### src/rtl/g15_drum_pkg.sv
// Shared drum geometry, transfer FSM states and line-select decode.
package g15_drum_pkg;

    localparam int WORD_BITS  = 29;   // bit times per word
    localparam int DRUM_WORDS = 108;  // words per revolution
    localparam int BIT_W      = 5;    // bit-time counter width
    localparam int WORD_W     = 7;    // word-time counter width
    localparam int REM_W      = 12;   // remaining-bit-time counter width (3132 max)

    localparam logic [2:0] LINE_ILLEGAL = 3'd7;

    typedef enum logic [1:0] {IDLE, WAIT, XFER} xfer_state_t;

    // Line number -> {S0/D0, S1/D1, SU/DU, SV/DV, SW/DW, SX/DX}
    function automatic logic [5:0] line_sel(input logic [2:0] line);
        case (line)
            3'd0:    return 6'b10_1000;
            3'd1:    return 6'b10_0100;
            3'd2:    return 6'b10_0010;
            3'd3:    return 6'b10_0001;
            3'd4:    return 6'b01_1000;
            3'd5:    return 6'b01_0100;
            3'd6:    return 6'b01_0010;
            default: return 6'b00_0000;
        endcase
    endfunction

endpackage

### src/rtl/drum_position_counter.sv
// Free-running drum angular position: bit time 0..28 within word time 0..107.
module drum_position_counter
    import g15_drum_pkg::BIT_W, g15_drum_pkg::WORD_W;
#(
    parameter int WORD_BITS  = g15_drum_pkg::WORD_BITS,
    parameter int DRUM_WORDS = g15_drum_pkg::DRUM_WORDS
) (
    input  logic              CLOCK,
    input  logic              rst,
    output logic [BIT_W-1:0]  BIT_T,
    output logic [WORD_W-1:0] WORD_T,
    output logic              T0,
    output logic              T28
);

    localparam logic [BIT_W-1:0]  BIT_LAST  = BIT_W'(WORD_BITS - 1);
    localparam logic [WORD_W-1:0] WORD_LAST = WORD_W'(DRUM_WORDS - 1);

    logic [BIT_W-1:0]  bit_nx;
    logic [WORD_W-1:0] word_nx;
    logic              wrap;

    // Next position: bit time always advances, word time advances on bit wrap
    always_comb begin
        wrap    = (BIT_T == BIT_LAST);
        bit_nx  = wrap ? '0 : BIT_T + 1'b1;
        word_nx = WORD_T;
        if (wrap)
            word_nx = (WORD_T == WORD_LAST) ? '0 : WORD_T + 1'b1;
    end

    // Position registers; T0/T28 are registered decodes that always agree with BIT_T
    always_ff @(posedge CLOCK) begin
        if (rst) begin
            BIT_T  <= '0;
            WORD_T <= '0;
            T0     <= 1'b1;
            T28    <= 1'b0;
        end else begin
            BIT_T  <= bit_nx;
            WORD_T <= word_nx;
            T0     <= (bit_nx == '0);
            T28    <= (bit_nx == BIT_LAST);
        end
    end

endmodule

### src/rtl/drum_xfer_sequencer.sv
// Block-transfer scheduler: waits for the start word, then drives the line
// selects for exactly count x WORD_BITS bit times.
module drum_xfer_sequencer
    import g15_drum_pkg::BIT_W, g15_drum_pkg::WORD_W, g15_drum_pkg::REM_W,
           g15_drum_pkg::LINE_ILLEGAL, g15_drum_pkg::xfer_state_t,
           g15_drum_pkg::IDLE, g15_drum_pkg::WAIT, g15_drum_pkg::XFER,
           g15_drum_pkg::line_sel;
#(
    parameter int WORD_BITS  = g15_drum_pkg::WORD_BITS,
    parameter int DRUM_WORDS = g15_drum_pkg::DRUM_WORDS
) (
    input  logic              CLOCK,
    input  logic              rst,
    input  logic              REQ,
    input  logic [2:0]        REQ_LINE,
    input  logic [6:0]        REQ_WORD,
    input  logic [6:0]        REQ_COUNT,
    input  logic              REQ_WRITE,
    input  logic              ABORT,
    output logic              ACK,
    output logic              ERR,
    output logic              BUSY,
    output logic              DONE,
    output logic [BIT_W-1:0]  BIT_T,
    output logic [WORD_W-1:0] WORD_T,
    output logic              T0,
    output logic              T28,
    output logic              D0, D1, DU, DV, DW, DX, TR,
    output logic              S0, S1, SU, SV, SW, SX
);

    localparam logic [BIT_W-1:0]  BIT_LAST  = BIT_W'(WORD_BITS - 1);
    localparam logic [WORD_W-1:0] WORD_LAST = WORD_W'(DRUM_WORDS - 1);
    localparam logic [WORD_W-1:0] FULL_REV  = WORD_W'(DRUM_WORDS);

    xfer_state_t       state, state_nx;
    logic [2:0]        line_q;
    logic              write_q;
    logic [WORD_W-1:0] start_q;
    logic [REM_W-1:0]  remain;
    logic [WORD_W-1:0] count_words, word_inc;
    logic              start_hit, accept, ack_nx, err_nx, done_nx, in_win;
    logic [5:0]        pat;

    drum_position_counter #(
        .WORD_BITS  (WORD_BITS),
        .DRUM_WORDS (DRUM_WORDS)
    ) u_pos (
        .CLOCK  (CLOCK),
        .rst    (rst),
        .BIT_T  (BIT_T),
        .WORD_T (WORD_T),
        .T0     (T0),
        .T28    (T28)
    );

    // Count clamp, and look-ahead: next cycle is bit 0 of the latched start word
    always_comb begin
        count_words = (REQ_COUNT == '0 || REQ_COUNT > FULL_REV) ? FULL_REV : REQ_COUNT;
        word_inc    = (WORD_T == WORD_LAST) ? '0 : WORD_T + 1'b1;
        start_hit   = (BIT_T == BIT_LAST) && (word_inc == start_q);
        in_win      = (state_nx == XFER);
        pat         = line_sel(line_q);
    end

    // Next-state and one-cycle pulse decisions; ABORT beats window completion
    always_comb begin
        state_nx = state;
        accept   = 1'b0;
        ack_nx   = 1'b0;
        err_nx   = 1'b0;
        done_nx  = 1'b0;
        unique case (state)
            IDLE: if (REQ) begin
                if (REQ_LINE != LINE_ILLEGAL) begin
                    accept   = 1'b1;
                    ack_nx   = 1'b1;
                    state_nx = WAIT;
                end else begin
                    err_nx   = 1'b1;
                end
            end
            WAIT: begin
                if (ABORT)          state_nx = IDLE;
                else if (start_hit) state_nx = XFER;
            end
            XFER: begin
                if (ABORT) begin
                    state_nx = IDLE;
                end else if (remain == REM_W'(1)) begin
                    state_nx = IDLE;
                    done_nx  = 1'b1;
                end
            end
            default: state_nx = IDLE;
        endcase
    end

    // State, request latch, remaining-bit-time counter and status flags
    always_ff @(posedge CLOCK) begin
        if (rst) begin
            state   <= IDLE;
            line_q  <= '0;
            write_q <= 1'b0;
            start_q <= '0;
            remain  <= '0;
            ACK     <= 1'b0;
            ERR     <= 1'b0;
            DONE    <= 1'b0;
            BUSY    <= 1'b0;
        end else begin
            state <= state_nx;
            ACK   <= ack_nx;
            ERR   <= err_nx;
            DONE  <= done_nx;
            BUSY  <= (state_nx != IDLE);
            if (accept) begin
                line_q  <= REQ_LINE;
                write_q <= REQ_WRITE;
                start_q <= REQ_WORD;
                remain  <= REM_W'(count_words * WORD_BITS);
            end else if (state == XFER) begin
                remain  <= remain - 1'b1;
            end
        end
    end

    // Select strobes follow the next state so they line up with the window cycles
    always_ff @(posedge CLOCK) begin
        if (rst) begin
            {D0, D1, DU, DV, DW, DX} <= '0;
            TR                       <= 1'b0;
            {S0, S1, SU, SV, SW, SX} <= '0;
        end else begin
            {D0, D1, DU, DV, DW, DX} <= (in_win && write_q)  ? pat : '0;
            TR                       <= in_win && write_q;
            {S0, S1, SU, SV, SW, SX} <= (in_win && !write_q) ? pat : '0;
        end
    end

endmodule

### config.mk
export PLATFORM = sky130hd
export DESIGN_NAME = drum_xfer_sequencer
export DESIGN_NICKNAME = d
export VERILOG_FILES = /design/src/rtl/g15_drum_pkg.sv /design/src/rtl/drum_position_counter.sv /design/src/rtl/drum_xfer_sequencer.sv
export SDC_FILE = /design/constraint.sdc
export NUM_CORES = 1
export LEC_CHECK = 0
export CORE_ASPECT_RATIO = 0.75
export CORE_MARGIN = 1
export CORE_UTILIZATION = 30
export DETAILED_ROUTE_END_ITERATION = 10
export PLACE_DENSITY_LB_ADDON = 0.2
export SYNTH_ARGS = -nofsm -noshare
export SYNTH_HDL_FRONTEND = slang
export SYNTH_SLANG_ARGS = --single-unit
### constraint.sdc
create_clock -name CLOCK -period 12.4 [get_ports CLOCK]
set_input_delay 1.24 -clock CLOCK [delete_from_list [all_inputs] [get_ports CLOCK]]
set_output_delay 1.24 -clock CLOCK [all_outputs]
set_load 0.01 [all_outputs]
==> results.ini, run 1 <==
[synth]
synth_top_flop_cell=dfxtp_1
synth_seq_cells=56
syn_nets=464
synth_cells=406
yosys.area.top_type_share=0.323
syn_area_um2=3470
avgSynthCellArea_um2=8.55
ys_seq_area_frac=0.323
synthDistinctLibCells=58
synthArstFlopShare=0
synthTopCellsByArea=dfxtp_1 32%, ha_1 11%, a21oi_1 5.2%
synth_warnings=0
yosysTopAreaCell=dfxtp_1
synth_edf_count=0

[job]
maxCapViolCount=0

[setup_path]
worst_ep_arrival_time_ns=5.84
criticalPathCategory=primary input to flop
cp_max_fo=14
reg2reg_depth=8
required_ns=12.60
critPathLaunchType=primary input
critPathCaptureType=flop

[power_and_ir_drop]
ir_drop_v=0.0000771
p_leak_uw=0.00167
p_per_area_nw_per_um2=120

[cts]
cts_resized=0
cts_hold_buf=0
path_clk_slew_ns=0.07
htree_levels=2
cts_setup_buffers=0
cts_buffers=5
cts.root.buffer_cell=clkbuf_16
cts_tree=yes
clock_sinks=56
cts_buffer_depth=2
clock_latency_ns=0.29

[sta]
rsz0062_at_grt=no
relSlewSlack=0.365
fin_crit_sh=0.455
fin_crit_ns=5.64
worst_pin_slew_ns=0.952
hold_violations=0
setup_viol=0
skew_ns=0.00939
max_freq_ghz=0.177
report.final.slew_viol_count=0
setup-tns-final_ns=0

[routing]
drt-pass1-iter-count=4
drc=0
viasPerCell=4.98
routed_wl_um=8030
drt_iter0_drc=171
wire_per_inst_um=13.7
vias=2921
ant_nets=0

[placement]
io_buffers=52
dp_hpwl_um=5910
dpl.cell_count=579
place_congestion=0.799

[die]
die_h_um=95.2
die_w_um=126
start_util=0.313
io-pin-count=53
core_area_um2=11100
num_rows=33
dieArea_um2=12000

[global_route]
grt_pass1_vias=2765
grt_pass1_wl_um=13600
grt_start_max_net_pins=40
grt_overflow_total=0
grt_usage=0.140
antenna_found_initial=0

[hold_path]
worstHoldPathType=flop to flop
hold_depth=2

[cells_and_area]
layout_commonest_cell=dfxtp_1
n_antenna_cell=0
syn_to_final_growth_pct=22.6
fill_cells=1106
nets=504
drive_gt1_frac=0.0649
final_cell_mix=56 x dfxtp_1, 52 x clkdlybuf4s50_1, 40 x nand2_1, 36 x a21oi_1, 30 x ha_1
final_cells=587

[outcome]
status=complete, no violations

registers in the layout (all words and copies together), names as in the netlist, 2 cells and up:
signal / flops
remain: 12
start_q: 7
u_pos.WORD_T: 7
u_pos.BIT_T: 5
line_q: 3
state: 2
where the power goes:
group	total [uW]	switching [uW]	internal, uW
Clock	162	65.8	96.3
Combinational	145	78.7	66.6
Sequential	202	12.2	190
Total	510	157	353
cell type report:
class | instances | area [um2] | area share
Clock buffer | 6 | 129 | 0.0303
Clock inverter | 2 | 38.8 | 0.00911
Inverter | 23 | 86.3 | 0.0203
Multi-Input combinational cell | 305 | 2160 | 0.508
Sequential cell | 56 | 1120 | 0.263
Tap cell | 140 | 175 | 0.0412
Timing Repair Buffer | 55 | 543 | 0.128
worst max-delay path, cell delays in order:
cell and delay (ns):
clkdlybuf4s50_1 0.54, o211ai_1 0.23, nand2b_1 0.08, a32oi_1 0.73, nand2b_1 0.28, ha_1 0.37, ha_1 0.27, inv_1 0.05
fa_1 0.49, inv_1 0.04, ha_1 0.32, a21oi_1 0.19, o21ai_0 0.15, a2111oi_0 0.38, nor3_1 0.12, xnor2_1 0.14
a211oi_1 0.21
synth_stat cells (4+ instances only):
library cell and count:
nor4_1 9, nand2_1 40, a21oi_1 36, a211oi_1 5, nor4b_2 6, or3_1 7
inv_1 22, xor2_1 15, nor3_1 19, clkbuf_1 14, nor2b_1 4, dfxtp_1 56
o21ai_0 8, fa_1 6, ha_1 30, and2_1 6, nand2b_1 7, nor2_1 27
xnor2_1 8, buf_2 6, mux2i_1 4, nand3_1 13
final timing paths:
check        slack (ns)          to       startpoint
min reg2reg        0.47  start_q[4]       start_q[4]
max reg2reg        9.62          DW  u_pos.WORD_T[0]
max                6.76  remain[11]     REQ_COUNT[1]
min                0.47  start_q[4]       start_q[4]
layer usage:
metal	up-vias	part of all wire	GRT usage
li1	1509	-	-
met4	0	0.0065	0.0241
met5	-	0	0
met1	1344	0.55	0.204
met2	63	0.40	0.213
met3	5	0.040	0.0292
cells by family (layout without fill, tap and decap cells):
| logic type | count (synthesis) | after routing | share of synthesized area |
|---|---|---|---|
| AOI/OAI and AO/OA | 77 | 77 | 0.140 |
| xor gates and xnor gates | 23 | 23 | 0.0580 |
| adders and majority gates | 36 | 36 | 0.143 |
| buffers and inverters | 45 | 86 | 0.0551 |
| DFF | 56 | 56 | 0.323 |
| muxes | 4 | 4 | 0.0115 |
| and+or+nand+nor | 165 | 165 | 0.270 |
stage by stage:
step | hold slack, ns | util | total power [uW] | instance area [um2] | setup WS (ns)
after floorplan | 0.441 | - | 314 | 3470 | 7.41
after global placement | 0.460 | 0.368 | 351 | 4090 | 6.63
after detailed placement | 0.465 | 0.368 | 352 | 4090 | 6.46
after CTS | 0.476 | 0.383 | 517 | 4260 | 6.73
after global routing | 0.494 | 0.383 | 545 | 4260 | 6.37
final | 0.473 | 0.383 | 510 | 4260 | 6.76
(Power assumes the default switching activity.)
==> run 2, diff against run 1 <==
==> constraint.sdc (replaced) <==
create_clock -name CLOCK -period 4.9 [get_ports CLOCK]
set_input_delay 0.49 -clock CLOCK [delete_from_list [all_inputs] [get_ports CLOCK]]
set_output_delay 0.49 -clock CLOCK [all_outputs]
set_load 0.01 [all_outputs]
==> results.ini, run 2 (same netlist as run 1, synthesis figures left out) <==
[sta]
rsz0062_at_grt=no
setup-tns-final_ns=0
hold_violations=0
report.final.slew_viol_count=0
fin_crit_ns=4.45
setup_viol=0
hold_ws_ns=0.474
relSlewSlack=0.402
max_freq_ghz=0.225
setup_ws_ns=0.453
skew_ns=0.0124
fin_crit_sh=0.908
worst_pin_slew_ns=0.894

[die]
die_h_um=95.2
core_area_um2=11100
num_rows=33
io-pin-count=53
start_util=0.313
die_w_um=126
dieArea_um2=12000

[cts]
cts.root.buffer_cell=clkbuf_16
cts_tree=yes
clock_latency_ns=0.30
path_clk_slew_ns=0.08
cts_setup_buffers=0
htree_levels=2
cts_buffer_depth=2
clock_sinks=56
cts_buffers=5
cts_hold_buf=0

[cells_and_area]
reg_top3=remain x12, start_q x7, u_pos.WORD_T x7
final_cells=591
drive_gt1_frac=0.0776
largest_register_ffs=12
nets=508
layout_commonest_cell=dfxtp_1
n_antenna_cell=0
syn_to_final_growth_pct=23.0
final_cell_mix=56 x dfxtp_1, 52 x clkdlybuf4s50_1, 40 x nand2_1, 36 x a21oi_1, 30 x ha_1
largest_register=remain

[routing]
wire_per_inst_um=13.3
routed_wl_um=7880
ant_nets=0
viasPerCell=4.94
drt_iter0_drc=155
drc=0
vias=2917
drt-pass1-iter-count=4

[global_route]
antenna_found_initial=0
grt_start_max_net_pins=22
grt_usage=0.136
grt_pass1_vias=2705
grt_pass1_wl_um=13100
grt_overflow_total=0

[power_and_ir_drop]
ir_drop_v=0.000147
p_comb_frac=0.295
p_sw_uw=402
p_per_area_nw_per_um2=291
total_power_uw=1240
internal_power_uw=843
swShare=0.323
p_leak_uw=0.00167
pwr-share-seq=0.412
p_clk_frac=0.293

[placement]
dpl.cell_count=583
dp_hpwl_um=5980
io_buffers=52
pre_cts_ws_ns=0.0721
place_congestion=0.760

[setup_path]
regToRegSetupSlack_ns=2.02
r2r-start=u_pos.WORD_T[0]
critPathTopFamily=adder cells
worst_ep_arrival_time_ns=4.66
cpMostUsedCell=ha_1
cpPeakStageDelay_ns=0.50
cp_max_fo=9
critPathLaunchType=primary input
timing.rr.end=DW
reg2reg_depth=8
cp_slowest_cell=fa_1
criticalPathCategory=primary input to flop
path_cells=clkdlybuf4s50_1, nor4_2, a32oi_1, buf_4, and2_1, ha_1, or2_2, ha_1, inv_1, fa_1, inv_1, ha_1, a21oi_1, o21ai_0, a2111oi_0, nor3_1, xnor2_1, a211oi_1
worstPathBufferInverterCount=4
required_ns=5.11
critPathCaptureType=flop

[job]
maxCapViolCount=0

[hold_path]
min_to=start_q[3]
worstHoldPathType=flop to flop
hold_depth=2
worstHoldStart=start_q[3]

[outcome]
status=complete, no violations

-- run 2: worst reg2reg max path: cells and delay by family, from the launching register on --
family,cells,cell delay (ns)
AOI/OAI and AO/OA,3,0.92
and+or+nand+nor,3,0.87
DFF,1,0.51
adders and majority gates,1,0.36
buffers and inverters,1,0.12
-- run 2: cell type report --
cell class | count | area (um2)
inverters | 23 | 86.3
multi-input cells | 305 | 2170
well taps | 140 | 175
clock buffers | 5 | 125
flip-flops and latches | 56 | 1120
fillers | 1101 | 6840
repair buffers | 59 | 573
clock inverters | 3 | 21.3
-- run 2: through the flow --
stage                     utilization  cell area [um2]
after floorplan                     -             3470
after global placement          0.371             4120
after detailed placement        0.371             4120
after CTS                       0.384             4260
after global routing            0.384             4270
final                           0.384             4270
-- run 2: per-layer routing --
metal | vias to the layer above | wire length, um | GRT usage | share of wire
li1 | 1523 | - | - | -
met1 | 1336 | 4200 | 0.197 | 0.53
met5 | - | 0 | 0 | 0
met3 | 2 | 345 | 0.0292 | 0.044
met4 | 0 | 38 | 0.0241 | 0.0048
met2 | 56 | 3300 | 0.206 | 0.42
-- run 2: worst max path at each step --
stage | from | depth (start not counted) | end
global route | REQ_COUNT[0] | 18 | remain[11]
finish | REQ_COUNT[0] | 18 | remain[11]
CTS | REQ_COUNT[0] | 18 | remain[11]
global placement | REQ_COUNT[0] | 18 | remain[11]
detailed placement | REQ_COUNT[0] | 18 | remain[11]
floorplan | REQ_COUNT[0] | 18 | remain[11]
-- run 2: power groups by stage --
stage / clock, uW / sequential [uW] / combinational, uW
3_3_place_gp: 0 / 522 / 370
2_1_floorplan: 0 / 516 / 278
5_1_grt: 397 / 517 / 421
4_1_cts: 376 / 512 / 373
3_5_place_dp: 0 / 523 / 370
6_report: 365 / 512 / 367
-- run 2: timing repair --
action,in CTS,in global routing
endpoints found under the setup margin,0,1
resized for setup,0,1
endpoints found under the hold margin,0,0
==> run 3, diff against run 2 <==
--- a/config.mk
+++ b/config.mk
@@ -8,7 +8,10 @@
 export CORE_ASPECT_RATIO = 0.75
 export CORE_MARGIN = 1
 export CORE_UTILIZATION = 30
+export CTS_CLUSTER_SIZE = 16
 export DETAILED_ROUTE_END_ITERATION = 10
+export DONT_BUFFER_PORTS = 1
+export MAX_ROUTING_LAYER = met4
 export PLACE_DENSITY_LB_ADDON = 0.2
 export SYNTH_ARGS = -nofsm -noshare
 export SYNTH_HDL_FRONTEND = slang
==> results.ini, run 3 (same netlist as run 1, synthesis figures left out) <==
[outcome]
status=complete, no violations

[cts]
cts_tree=yes
cts_resized=0
cts_buffer_depth=2
htree_levels=2
clock_latency_ns=0.29
clock_sinks=56
cts_buffers=5
cts_setup_buffers=0
cts.root.buffer_cell=clkbuf_16
path_clk_slew_ns=0.07
cts_hold_buf=0

[power_and_ir_drop]
pwr-share-seq=0.428
p_leak_uw=0.00146
total_power_uw=1200
ir_drop_v=0.000146
swShare=0.318
internal_power_uw=819
p_per_area_nw_per_um2=324
p_sw_uw=383
p_clk_frac=0.301
p_comb_frac=0.271

[cells_and_area]
layout_commonest_cell=dfxtp_1
fill_cells=1168
final_cells=534
largest_register_ffs=12
regArea_um2=1120
n_antenna_cell=0
post-route-util=0.334
reg_top3=remain x12, start_q x7, u_pos.WORD_T x7
multi_input_area_um2=2160
syn_to_final_growth_pct=6.74
drive_gt1_frac=0.0736
final_cell_mix=56 x dfxtp_1, 40 x nand2_1, 36 x a21oi_1, 30 x ha_1, 27 x nor2_1
largest_register=remain
nets=451

[sta]
report.final.slew_viol_count=0
max_freq_ghz=0.233
setup-tns-final_ns=0
fin_crit_ns=4.29
rsz0062_at_grt=no
setup_viol=0
fin_crit_sh=0.875
hold_violations=0
skew_ns=0.00633
hold_ws_ns=0.255
worst_pin_slew_ns=0.954
relSlewSlack=0.364

[setup_path]
r2r-start=u_pos.WORD_T[0]
critPathLaunchType=primary input
path_cells=o211ai_1, nand2b_1, a32oi_1, nand2b_1, ha_1, ha_1, inv_1, fa_1, inv_1, ha_1, a21oi_1, o21ai_0, a2111oi_0, nor3_1, xnor2_1, a211oi_1
criticalPathCategory=primary input to flop
worst_ep_arrival_time_ns=4.49
cp_max_fo=14
critPathTopFamily=compound AO/OA/AOI/OAI gates
required_ns=5.11
cp_slowest_cell=a32oi_1
critPathCaptureType=flop
cpMostUsedCell=ha_1
worstPathBufferInverterCount=2
cpPeakStageDelay_ns=0.73
cp-startpoint=REQ_COUNT[0]

[global_route]
antenna_found_initial=0
grt_pass1_wl_um=12700
grt_pass1_vias=2455
grt_start_max_net_pins=40
grt_usage=0.136
grt_overflow_total=0

[die]
die_w_um=126
core_area_um2=11100
start_util=0.313
num_rows=33
io-pin-count=53
dieArea_um2=12000
die_h_um=95.2

[routing]
vias=2725
routed_wl_um=7540
drc=0
drt-pass1-iter-count=4
viasPerCell=5.10
wire_per_inst_um=14.1
drt_iter0_drc=116
ant_nets=0

[placement]
io_buffers=0
dp_hpwl_um=5540
dpl.cell_count=526
place_congestion=0.726

[hold_path]
worstHoldStart=rst
worstHoldPathType=primary input to flop

[job]
maxCapViolCount=0

==> run 3: changes by cell type in the layout (fill, tap and decap cells not counted) <==
cell / before / now
clkdlybuf4s50_1: 52 / 0
buf_4: 7 / 2
nor4_2: 1 / 0
nor4_1: 8 / 9
==> run 3: power by group through the flow <==
| stage | logic [uW] | clock network [uW] | registers (uW) |
|---|---|---|---|
| finish | 326 | 362 | 514 |
| global route | 380 | 395 | 520 |
| CTS | 329 | 376 | 514 |
| detailed placement | 327 | 0 | 525 |
| global placement | 329 | 0 | 524 |
| floorplan | 278 | 0 | 516 |
==> run 3: area by class of cell <==
cell class,count,area share
Inverter,23,0.0233
Clock buffer,5,0.0338
Timing Repair Buffer,2,0.00405
Tap cell,140,0.0473
Multi-Input combinational cell,305,0.583
Sequential cell,56,0.302
Clock inverter,3,0.00574
==> run 3: worst paths after layout <==
check | end | cells past startpoint | slack (ns)
worst min-delay path | line_q[1] | 1 | 0.26
worst max-delay path | remain[11] | 16 | 0.61
worst min register to register | start_q[1] | 2 | 0.46
worst max register to register | DW | 8 | 2.02
==> run 3: through the flow <==
stage	cell area [um2]	setup slack, ns
6_report	3710	0.615
2_1_floorplan	3470	0.657
3_3_place_gp	3560	0.410
5_1_grt	3710	0.187
4_1_cts	3710	0.633
3_5_place_dp	3560	0.334
==> run 3: routing by layer <==
layer	GRT usage	routed length, um	vias to the layer above
met5	-	0	-
met4	0.0271	57	0
met3	0.0309	372	4
met2	0.188	3000	61
met1	0.199	4110	1255
li1	-	-	1405
